File: config.mk
export PLATFORM = sky130hd
export DESIGN_NAME = udp_tx_frame
export DESIGN_NICKNAME = d
export VERILOG_FILES = /design/src/rtl/udp_tx_frame.sv
export SDC_FILE = /design/constraint.sdc
export NUM_CORES = 1
export LEC_CHECK = 0
export ABC_AREA = 1
export CAP_MARGIN = 10
export CORE_ASPECT_RATIO = 0.5
export CORE_UTILIZATION = 59
export CTS_CLUSTER_SIZE = 30
export DETAILED_ROUTE_END_ITERATION = 12
export GPL_TIMING_DRIVEN = 0
export HOLD_SLACK_MARGIN = 0.08
export PLACE_DENSITY_LB_ADDON = 0.05
export SKIP_LAST_GASP = 1
export SYNTH_ARGS = -nofsm -noshare
export SYNTH_HDL_FRONTEND = slang
export SYNTH_SLANG_ARGS = --single-unit
File: constraint.sdc
create_clock -name clk -period 10.5 [get_ports clk]
set_input_delay 1.575 -clock clk [delete_from_list [all_inputs] [get_ports clk]]
set_output_delay 1.575 -clock clk [all_outputs]
set_load 0.02 [all_outputs]
File: src/rtl/udp_tx_frame.sv
// udp_tx_frame: builds one Ethernet/IPv4/UDP frame per accepted request.
// Emits preamble, headers, payload, zero pad and FCS as a byte stream.
//
// Ports:
//   clk, rst           rising-edge clock, synchronous active-high reset
//   tx_start, tx_len   frame request pulse and UDP payload byte count
//   des_mac, des_ip    per-frame destination addresses
//   src_port, dst_port per-frame UDP ports
//   pay_req, pay_data  show-ahead payload source (byte valid with pay_req)
//   tx_data, tx_valid  frame byte stream, preamble through FCS
//   tx_busy            high from accepted start through end of IFG
//   tx_done            one-cycle pulse in the first IFG cycle
//   tx_len_err         one-cycle pulse when a request is too long
module udp_tx_frame #(
  parameter logic [47:0] fpga_mac   = 48'h11_22_33_44_55_66,
  parameter logic [31:0] fpga_ip    = 32'hc0_a8_00_08,
  parameter int          len_w      = 11,
  parameter int          ifg_cycles = 12
) (
  input  logic             clk,
  input  logic             rst,
  input  logic             tx_start,
  input  logic [len_w-1:0] tx_len,
  input  logic [47:0]      des_mac,
  input  logic [31:0]      des_ip,
  input  logic [15:0]      src_port,
  input  logic [15:0]      dst_port,
  output logic             pay_req,
  input  logic [7:0]       pay_data,
  output logic [7:0]       tx_data,
  output logic             tx_valid,
  output logic             tx_busy,
  output logic             tx_done,
  output logic             tx_len_err
);

  localparam logic [3:0] IDLE     = 4'd0;
  localparam logic [3:0] PREAMBLE = 4'd1;
  localparam logic [3:0] ETH_HDR  = 4'd2;
  localparam logic [3:0] IP_HDR   = 4'd3;
  localparam logic [3:0] UDP_HDR  = 4'd4;
  localparam logic [3:0] PAYLOAD  = 4'd5;
  localparam logic [3:0] PAD      = 4'd6;
  localparam logic [3:0] FCS      = 4'd7;
  localparam logic [3:0] IFG      = 4'd8;

  localparam logic [15:0] IFG_LAST = 16'(ifg_cycles - 1);

  logic [3:0]   state;
  logic [15:0]  cnt;
  logic [15:0]  len_q;
  logic [47:0]  mac_q;
  logic [31:0]  ip_q;
  logic [15:0]  sport_q;
  logic [15:0]  dport_q;
  logic [15:0]  ip_id;
  logic [31:0]  crc;
  logic [31:0]  fcs;
  logic [15:0]  ip_len;
  logic [15:0]  udp_len;
  logic [15:0]  ip_chk;
  logic [31:0]  sum0;
  logic [16:0]  sum1;
  logic [335:0] hdr;
  logic [5:0]   hidx;
  logic [7:0]   hdr_byte;
  logic [7:0]   byte_out;
  logic         crc_en;

  function automatic logic [31:0] crc_step(
    input logic [31:0] c,
    input logic [7:0]  d
  );
    logic [31:0] r;
    r = c ^ {24'h0, d};
    for (int i = 0; i < 8; i++)
      r = r[0] ? ((r >> 1) ^ 32'hEDB8_8320) : (r >> 1);
    return r;
  endfunction

  assign ip_len  = len_q + 16'd28;
  assign udp_len = len_q + 16'd8;

  // Nine header words; at most a 4-bit carry, so two folds suffice.
  assign sum0 = 32'h4500 + 32'(ip_len) + 32'(ip_id)
              + 32'h4000 + 32'h4011
              + 32'(fpga_ip[31:16]) + 32'(fpga_ip[15:0])
              + 32'(ip_q[31:16]) + 32'(ip_q[15:0]);
  assign sum1   = 17'(sum0[15:0]) + 17'(sum0[31:16]);
  assign ip_chk = ~(sum1[15:0] + 16'(sum1[16]));

  // ETH, IP and UDP headers as one 42-byte image, indexed by cnt.
  assign hdr = {mac_q, fpga_mac, 16'h0800,
                16'h4500, ip_len, ip_id, 16'h4000, 16'h4011,
                ip_chk, fpga_ip, ip_q,
                sport_q, dport_q, udp_len, 16'h0000};
  assign hidx     = cnt[5:0];
  assign hdr_byte = hdr[{6'd41 - hidx, 3'b000} +: 8];
  assign fcs      = ~crc;

  always_comb begin
    byte_out = 8'h00;
    tx_valid = 1'b0;
    pay_req  = 1'b0;
    crc_en   = 1'b0;
    case (state)
      PREAMBLE: begin
        tx_valid = 1'b1;
        byte_out = (cnt == 16'd7) ? 8'hD5 : 8'h55;
      end
      ETH_HDR, IP_HDR, UDP_HDR: begin
        tx_valid = 1'b1;
        crc_en   = 1'b1;
        byte_out = hdr_byte;
      end
      PAYLOAD: begin
        tx_valid = 1'b1;
        crc_en   = 1'b1;
        pay_req  = 1'b1;
        byte_out = pay_data;
      end
      PAD: begin
        tx_valid = 1'b1;
        crc_en   = 1'b1;
      end
      FCS: begin
        tx_valid = 1'b1;
        byte_out = fcs[{cnt[1:0], 3'b000} +: 8];
      end
      default: ;
    endcase
  end

  assign tx_data = byte_out;
  assign tx_busy = (state != IDLE);
  assign tx_done = (state == IFG) && (cnt == 16'd0);

  always_ff @(posedge clk) begin
    if (rst) begin
      state      <= IDLE;
      cnt        <= 16'd0;
      len_q      <= 16'd0;
      mac_q      <= 48'd0;
      ip_q       <= 32'd0;
      sport_q    <= 16'd0;
      dport_q    <= 16'd0;
      ip_id      <= 16'd0;
      crc        <= 32'hFFFF_FFFF;
      tx_len_err <= 1'b0;
    end else begin
      tx_len_err <= 1'b0;
      cnt        <= cnt + 16'd1;
      if (crc_en)
        crc <= crc_step(crc, byte_out);
      case (state)
        IDLE: begin
          cnt <= 16'd0;
          if (tx_start) begin
            if (32'(tx_len) > 32'd1472) begin
              tx_len_err <= 1'b1;
            end else begin
              len_q   <= 16'(tx_len);
              mac_q   <= des_mac;
              ip_q    <= des_ip;
              sport_q <= src_port;
              dport_q <= dst_port;
              crc     <= 32'hFFFF_FFFF;
              state   <= PREAMBLE;
            end
          end
        end
        PREAMBLE: if (cnt == 16'd7) begin
          state <= ETH_HDR;
          cnt   <= 16'd0;
        end
        ETH_HDR: if (cnt == 16'd13) state <= IP_HDR;
        IP_HDR:  if (cnt == 16'd33) state <= UDP_HDR;
        UDP_HDR: if (cnt == 16'd41) begin
          cnt   <= 16'd0;
          state <= (len_q == 16'd0) ? PAD : PAYLOAD;
        end
        PAYLOAD: if (cnt == len_q - 16'd1) begin
          if (len_q >= 16'd18) begin
            state <= FCS;
            cnt   <= 16'd0;
          end else begin
            // pad runs cnt = len .. 17, i.e. 18 - len bytes
            state <= PAD;
            cnt   <= len_q;
          end
        end
        PAD: if (cnt == 16'd17) begin
          state <= FCS;
          cnt   <= 16'd0;
        end
        FCS: if (cnt == 16'd3) begin
          state <= IFG;
          cnt   <= 16'd0;
          ip_id <= ip_id + 16'd1;
        end
        IFG: if (cnt == IFG_LAST) begin
          state <= IDLE;
          cnt   <= 16'd0;
        end
        default: state <= IDLE;
      endcase
    end
  end

endmodule

==> metrics, run 1 <==
maximum number of pins on one net before global-route repair 17; CP Class register to output port; starting density of the core 0.6136; count of TritonRoute iterations in the first routing pass 7; area of the die 24920 um2; Max VDD drop 353.4 uV; gate count of the mapped netlist about 2200; Post-CTS Hold Fix Bufs 0; post-route ant nets 0; Detail Placement HPWL between 30000 and 40000 um; most congested layer reported by global routing met2; global-route wire length before repair 79310 um; Worst path most repeated cell sky130_fd_sc_hd__nand2_1; crit path time final 10190 ps; type of the worst min-delay path register to register; standard cell core area 23320 um2; master of the slowest instance on the critical path sky130_fd_sc_hd__fa_1; primary flip-flop cell chosen by synthesis mapping sky130_fd_sc_hd__dfxtp_1; capturing element type of the critical path output port; deepest level of the CTS H-tree 4; main area contributors after synthesis sky130_fd_sc_hd__dfxtp_1, sky130_fd_sc_hd__nand2_1, sky130_fd_sc_hd__nor2_1; flops & latches, synth 192; critical-path maximum fanout 6; async set-reset flop share out of synthesis 0; leakage component of the power 7.712 nW; sequential cell fraction of total power 0.167; number of port buffers 145; root buffer cell sky130_fd_sc_hd__clkbuf_16; number of enable-type register cells in the synthesized netlist 0; power share of the clock group 0.117; worst endpoint required time 8930 ps; worst-case hold slack 473.5 ps; largest clock skew in the final design approximately 9 ps; power spent charging and discharging nets 3.406 mW; fraction of met1 tracks used by global routing 0.5482; floorplan row count 39; final setup violation count 0; Total Power 6.099 mW; clock latency reported for the late side of the worst-skew pair around 460 ps; share of power burned in combinational logic 0.716; DRC 0; Synth Net Count 2412; overall fraction of global-route tracks in use 0.4122; top-level port count about 150; cell taking the most area after synthesis sky130_fd_sc_hd__dfxtp_1; total number of clock tree sinks roughly 190; GR Layer Usage met2 0.6418; average cell area after synthesis around 6.5 um2; actual slew at the worst max-slew pin ~1100 ps; clock tree from TritonCTS built; highest cell delay on the worst timing path 480 ps; number of placed instances, taps included about 2600; worst-case headroom to the max-slew limit 0.2913; type of origin of the critical path register; area grow syn2layout 19.13%; Netlist cell types 58; total detailed-routing wirelength 52080 um; Fmax achieved 98.14 MHz; part of the cycle the worst path needs 0.9705; DRT iter0 DRCs around 1800; TNS Setup 0 ps; number of maximum-capacitance constraint violations 0; die outline width 222.3 um; internal power between 2 and 3 mW; cts bufs inserted 17; area share of the largest cell type after synthesis 0.2686; worst path arrival time around 8600 ps; average routed wire per standard cell 19.37 um; P per Cell Area 357.7 nW/um2; drt via density 5.990; outcome finished clean; share of cells above drive strength 1 0.08613; routability cong. 1.057; vias in the first global route ~15000; buffer depth of the longest clock path 2; clock slew at the register clock pins of the worst setup and hold paths 70 ps; Hold Violations, Final 0; filler-free cell count of the finished design around 2700; warning count from the yosys run 0; final net count ~2600; final-report max-slew violation count 0; via count 16106; Vert. Die Dim 112.1 um; Post-Syn Area between 10000 and 15000 um2; proportion of synthesized chip area in sequential cells 0.2686; GR Layer Usage met3 0.1081; initial antenna violation count 3; switching power share of the total 0.5585; global-route congestion overflow total 0
==> layer usage <==
metal / part of all wire / vias to the layer above
met1: 0.41 / 7429
met5: 0 / -
met4: 0.036 / 0
met3: 0.13 / 158
met2: 0.43 / 955
li1: - / 7564
==> logic make-up (layout without fill, tap and decap cells) <==
group | count (synthesis) | after routing | share of synthesized area
AND/OR/NAND/NOR | 1008 | 1008 | 0.3124
AO/OA/AOI/OAI | 471 | 471 | 0.1880
buffers and inverters | 366 | 555 | 0.09765
flip-flops | 192 | 192 | 0.2686
adder cells (fa/ha/maj) | 87 | 87 | 0.09074
XOR/XNOR | 67 | 67 | 0.04257
other | 0 | 2 | 0
==> placed cells by master (no fill, tap or decap), types with 9 or more instances in the layout <==
cell / Yosys / layout
sky130_fd_sc_hd__nand2_1: 393 / 393
sky130_fd_sc_hd__nor2_1: 326 / 321
sky130_fd_sc_hd__inv_1: 252 / 248
sky130_fd_sc_hd__o21ai_0: 203 / 203
sky130_fd_sc_hd__dfxtp_1: 192 / 189
sky130_fd_sc_hd__clkdlybuf4s50_1: 0 / 137
sky130_fd_sc_hd__a21oi_1: 138 / 136
sky130_fd_sc_hd__nand3_1: 128 / 125
sky130_fd_sc_hd__clkbuf_1: 73 / 73
sky130_fd_sc_hd__ha_1: 59 / 53
sky130_fd_sc_hd__xor2_1: 55 / 49
sky130_fd_sc_hd__nand2_2: 41 / 40
sky130_fd_sc_hd__o211ai_1: 29 / 29
sky130_fd_sc_hd__nor3_1: 29 / 27
sky130_fd_sc_hd__fa_1: 28 / 26
sky130_fd_sc_hd__inv_2: 19 / 21
sky130_fd_sc_hd__nand4_1: 20 / 20
sky130_fd_sc_hd__nand3_2: 14 / 17
sky130_fd_sc_hd__clkbuf_16: 0 / 17
sky130_fd_sc_hd__o22ai_1: 16 / 16
sky130_fd_sc_hd__buf_4: 0 / 15
sky130_fd_sc_hd__o221ai_1: 14 / 14
sky130_fd_sc_hd__nor4_1: 13 / 13
sky130_fd_sc_hd__nand2_4: 11 / 12
sky130_fd_sc_hd__a31oi_1: 11 / 11
sky130_fd_sc_hd__nor2_2: 5 / 10
sky130_fd_sc_hd__a22oi_1: 10 / 10
sky130_fd_sc_hd__buf_2: 9 / 9
sky130_fd_sc_hd__xnor2_1: 9 / 9
sky130_fd_sc_hd__a221oi_1: 9 / 9
==> final cells by class <==
| class | instances | area, um2 |
|---|---|---|
| flip-flops and latches | 192 | 3850 |
| well taps | 307 | 384.1 |
| inverters | 280 | 1064 |
| fillers | 1998 | 6275 |
| diodes | 2 | 5.005 |
| plain buffers | 84 | 334.1 |
| multi-input cells | 1633 | 9216 |
| clock buffers | 21 | 460.4 |
| repair buffers | 161 | 1579 |
| clock inverters | 9 | 157.7 |
==> critical path, delay by kind of cell (launching register included) <==
| kind | cells | cell delay, ps |
|---|---|---|
| AND/OR/NAND/NOR | 33 | 3960 |
| adder cells (fa/ha/maj) | 6 | 1820 |
| AO/OA/AOI/OAI | 5 | 820 |
| XOR/XNOR | 2 | 580 |
| buffers and inverters | 5 | 510 |
| flip-flops | 1 | 460 |
==> flip-flops by register name, summed over array words and instances, names as in the netlist <==
register    flops
tx_len_err      1
dport_q        16
len_q          11
ip_q           32
crc            32
mac_q          48
ip_id          16
state           4
sport_q        16
cnt            16
==> synthesized netlist by cell type, types with 4 or more instances <==
cell	instances
sky130_fd_sc_hd__a221oi_1	9
sky130_fd_sc_hd__a22oi_1	10
sky130_fd_sc_hd__nor2_2	5
sky130_fd_sc_hd__nand2_1	393
sky130_fd_sc_hd__clkinv_1	7
sky130_fd_sc_hd__xnor2_1	9
sky130_fd_sc_hd__nand3_1	128
sky130_fd_sc_hd__nor2_1	326
sky130_fd_sc_hd__nand2_2	41
sky130_fd_sc_hd__nand2_4	11
sky130_fd_sc_hd__nor3_1	29
sky130_fd_sc_hd__or2_2	8
sky130_fd_sc_hd__fa_1	28
sky130_fd_sc_hd__o21ai_0	203
sky130_fd_sc_hd__inv_1	252
sky130_fd_sc_hd__o22ai_1	16
sky130_fd_sc_hd__o21ai_1	9
sky130_fd_sc_hd__a31oi_1	11
sky130_fd_sc_hd__o221ai_1	14
sky130_fd_sc_hd__buf_2	9
sky130_fd_sc_hd__nand3b_1	5
sky130_fd_sc_hd__nor2_4	7
sky130_fd_sc_hd__xor2_1	55
sky130_fd_sc_hd__inv_2	19
sky130_fd_sc_hd__a21oi_1	138
sky130_fd_sc_hd__nand3_2	14
sky130_fd_sc_hd__nand4_1	20
sky130_fd_sc_hd__dfxtp_1	192
sky130_fd_sc_hd__a211oi_1	4
sky130_fd_sc_hd__o211ai_1	29
sky130_fd_sc_hd__ha_1	59
sky130_fd_sc_hd__nor4_1	13
sky130_fd_sc_hd__clkbuf_1	73
==> metrics by stage <==
stage	area (um2)	utilization	setup WS (ps)
5_1_grt	17050	0.7308	-55.41
2_1_floorplan	14310	-	2180
3_3_place_gp	16150	0.6923	-245.8
3_5_place_dp	16160	0.6928	-309.3
6_report	17050	0.7310	310.1
4_1_cts	16830	0.7214	34.18
==> repair_timing <==
item | in CTS | in global routing
pin swaps | 1 | 10
setup endpoints to repair | 8 | 8
gates cloned | 0 | 0
setup buffers | 1 | 13
resized for setup | 14 | 38
==> path summary, 6_finish.rpt <==
| kind | depth (start not counted) | end | from | slack, ps |
|---|---|---|---|---|
| hold reg to reg | 2 | crc[21] | crc[21] | 470 |
| setup reg to reg | 56 | crc[22] | len_q[2] | 1360 |
| hold / removal | 2 | crc[21] | crc[21] | 470 |
| setup / recovery | 51 | tx_data[6] | len_q[2] | 310 |
==> power by group through the flow <==
| stage | registers (mW) | clock network [mW] | logic (mW) |
|---|---|---|---|
| 2_1_floorplan | 0.980 | 0 | 3.07 |
| 5_1_grt | 1.03 | 0.741 | 4.75 |
| 4_1_cts | 1.01 | 0.703 | 4.17 |
| 3_5_place_dp | 1.02 | 0 | 4.13 |
| 3_3_place_gp | 1.02 | 0 | 4.06 |
| 6_report | 1.02 | 0.712 | 4.37 |
No activity file was read; power rests on OpenSTA's default activity.
==> inputs of run 2 (changes only) <==
--- a/config.mk
+++ b/config.mk
@@ -14,6 +14,7 @@
 export GPL_TIMING_DRIVEN = 0
 export HOLD_SLACK_MARGIN = 0.08
 export PLACE_DENSITY_LB_ADDON = 0.05
+export SKIP_CTS_REPAIR_TIMING = 1
 export SKIP_LAST_GASP = 1
 export SYNTH_ARGS = -nofsm -noshare
 export SYNTH_HDL_FRONTEND = slang
==> constraint.sdc (replaced) <==
create_clock -name clk -period 10.5 [get_ports clk]
set_input_delay 1.575 -clock clk [delete_from_list [all_inputs] [get_ports clk]]
set_output_delay 1.575 -clock clk [all_outputs]
set_load 0.01 [all_outputs]
==> run 2 against run 1 <==
Effect of this change: register-to-register slack got worse by 20 ps; critical endpoint unchanged; critical path type unchanged; non-clock buffer count unchanged; via count decreased by 0.14%.
==> metrics, run 2 (synthesized netlist as in run 1, its figures left out) <==
most used cells in the layout excluding fill and tap cells sky130_fd_sc_hd__nand2_1, sky130_fd_sc_hd__nor2_1, sky130_fd_sc_hd__inv_1; number of port buffers 145; internal power 2.710 mW; cts bufs inserted 17; CP Class register to output port; most common cell after layout, fill and taps aside sky130_fd_sc_hd__nand2_1; registers with the most flip-flops mac_q (48), crc (32), ip_q (32); via count 16083; Max VDD drop 349.6 uV; total detailed-routing wirelength around 52000 um; master of the slowest instance on the critical path sky130_fd_sc_hd__fa_1; initial antenna violation count 2; drt via density 5.983; final design utilization 0.7321; floorplan row count 39; maximum number of pins on one net before global-route repair 17; Fmax achieved a little under 100 MHz; worst path arrival time 8750 ps; switching power share of the total 0.5567; Vert. Die Dim 112.1 um; GR Layer Usage met2 0.6412; DRC 0; worst setup slack after placement -248.4 ps; starting density of the core 0.6136; DRT iter0 DRCs about 1900; Non-Filler Cell Area, Final 17080 um2; count of TritonRoute iterations in the first routing pass 7; number of flip-flops in the largest register 48; critical-path maximum fanout 6; worst-case headroom to the max-slew limit 0.3014; clock tree from TritonCTS built; type of the worst min-delay path register to register; power spent charging and discharging nets around 3.4 mW; clock slew at the register clock pins of the worst setup and hold paths 70 ps; part of the cycle the worst path needs 0.9833; global-route wire length before repair 79170 um; final net count 2590; die outline width 222.3 um; unrepaired setup endpoints after global routing yes; area of the die around 25000 um2; register bank with the most flops mac_q; average routed wire per standard cell 19.35 um; P per Cell Area 358.0 nW/um2; area grow syn2layout 19.30%; share of power burned in combinational logic 0.718; number of maximum-capacitance constraint violations 0; deepest level of the CTS H-tree 4; TNS Setup 0 ps; most congested layer reported by global routing met2; clock latency reported for the late side of the worst-skew pair 450 ps; total number of clock tree sinks about 190; vias in the first global route about 15000; power share of the clock group 0.116; final-report max-slew violation count 0; Worst path most repeated cell sky130_fd_sc_hd__nand2_1; top-level port count 147; worst endpoint required time slightly below 9000 ps; post-route ant nets 0; final setup violation count 0; share of cells above drive strength 1 0.08697; post-place instance area 16160 um2; GR Layer Usage met3 0.1071; largest clock skew in the final design 9.736 ps; overall fraction of global-route tracks in use 0.4113; leakage component of the power 7.727 nW; global-route congestion overflow total 0; routability cong. 1.057; root buffer cell sky130_fd_sc_hd__clkbuf_16; buffer depth of the longest clock path 2; Setup WS post-layout 174.9 ps; standard cell core area 23320 um2; highest cell delay on the worst timing path 500 ps; capturing element type of the critical path output port; fraction of met1 tracks used by global routing 0.5486; actual slew at the worst max-slew pin 1048 ps; crit path time final 10330 ps; sequential cell fraction of total power 0.166; type of origin of the critical path register; Detail Placement HPWL 39900 um; outcome finished clean; Hold Violations, Final 0
==> run 2: power groups by stage <==
stage          clock network [mW]  registers (mW)  logic [mW]
3_3_place_gp                    0            1.02        4.04
5_1_grt                     0.739            1.03        4.77
3_5_place_dp                    0            1.02        4.11
6_report                    0.711            1.01        4.39
2_1_floorplan                   0           0.980        3.05
4_1_cts                     0.703            1.01        4.15
==> run 2: stage by stage <==
step	instances	total power, mW	hold slack (ps)
3_5_place_dp	2644	5.129	453.6
4_1_cts	2674	5.855	471.2
6_report	2688	6.114	473.8
3_3_place_gp	2643	5.061	449.4
5_1_grt	2687	6.534	485.2
2_1_floorplan	2191	4.029	436.7
==> run 2: critical path, delay by kind of cell (launching register included) <==
kind | cells | cell delay [ps]
adders and majority gates | 7 | 1860
AOI/OAI and AO/OA | 5 | 650
and+or+nand+nor | 34 | 4020
xor gates and xnor gates | 2 | 580
DFF | 1 | 360
buffers and inverters | 8 | 820
==> run 2: worst paths after layout <==
path | cells after the start | slack (ps) | end | startpoint
setup / recovery | 56 | 170 | tx_data[6] | len_q[4]
hold / removal | 2 | 470 | crc[26] | crc[26]
setup reg to reg | 63 | 1340 | crc[22] | len_q[4]
hold reg to reg | 2 | 470 | crc[26] | crc[26]
==> run 2: routing by layer <==
layer  vias to the layer above  wire [um]
met4                         0       1601
met1                      7424      21230
met3                       153       6848
li1                       7560          -
met2                       946      22340
met5                         -          0
==> run 2: layout make-up <==
type | count | area (um2)
multi-input cells | 1633 | 9236
well taps | 307 | 384.1
repair buffers | 159 | 1574
clock buffers | 21 | 460.4
plain buffers | 86 | 349.1
diodes | 1 | 2.502
flip-flops and latches | 192 | 3847
inverters | 280 | 1064
clock inverters | 9 | 157.7
fillers | 1997 | 6250
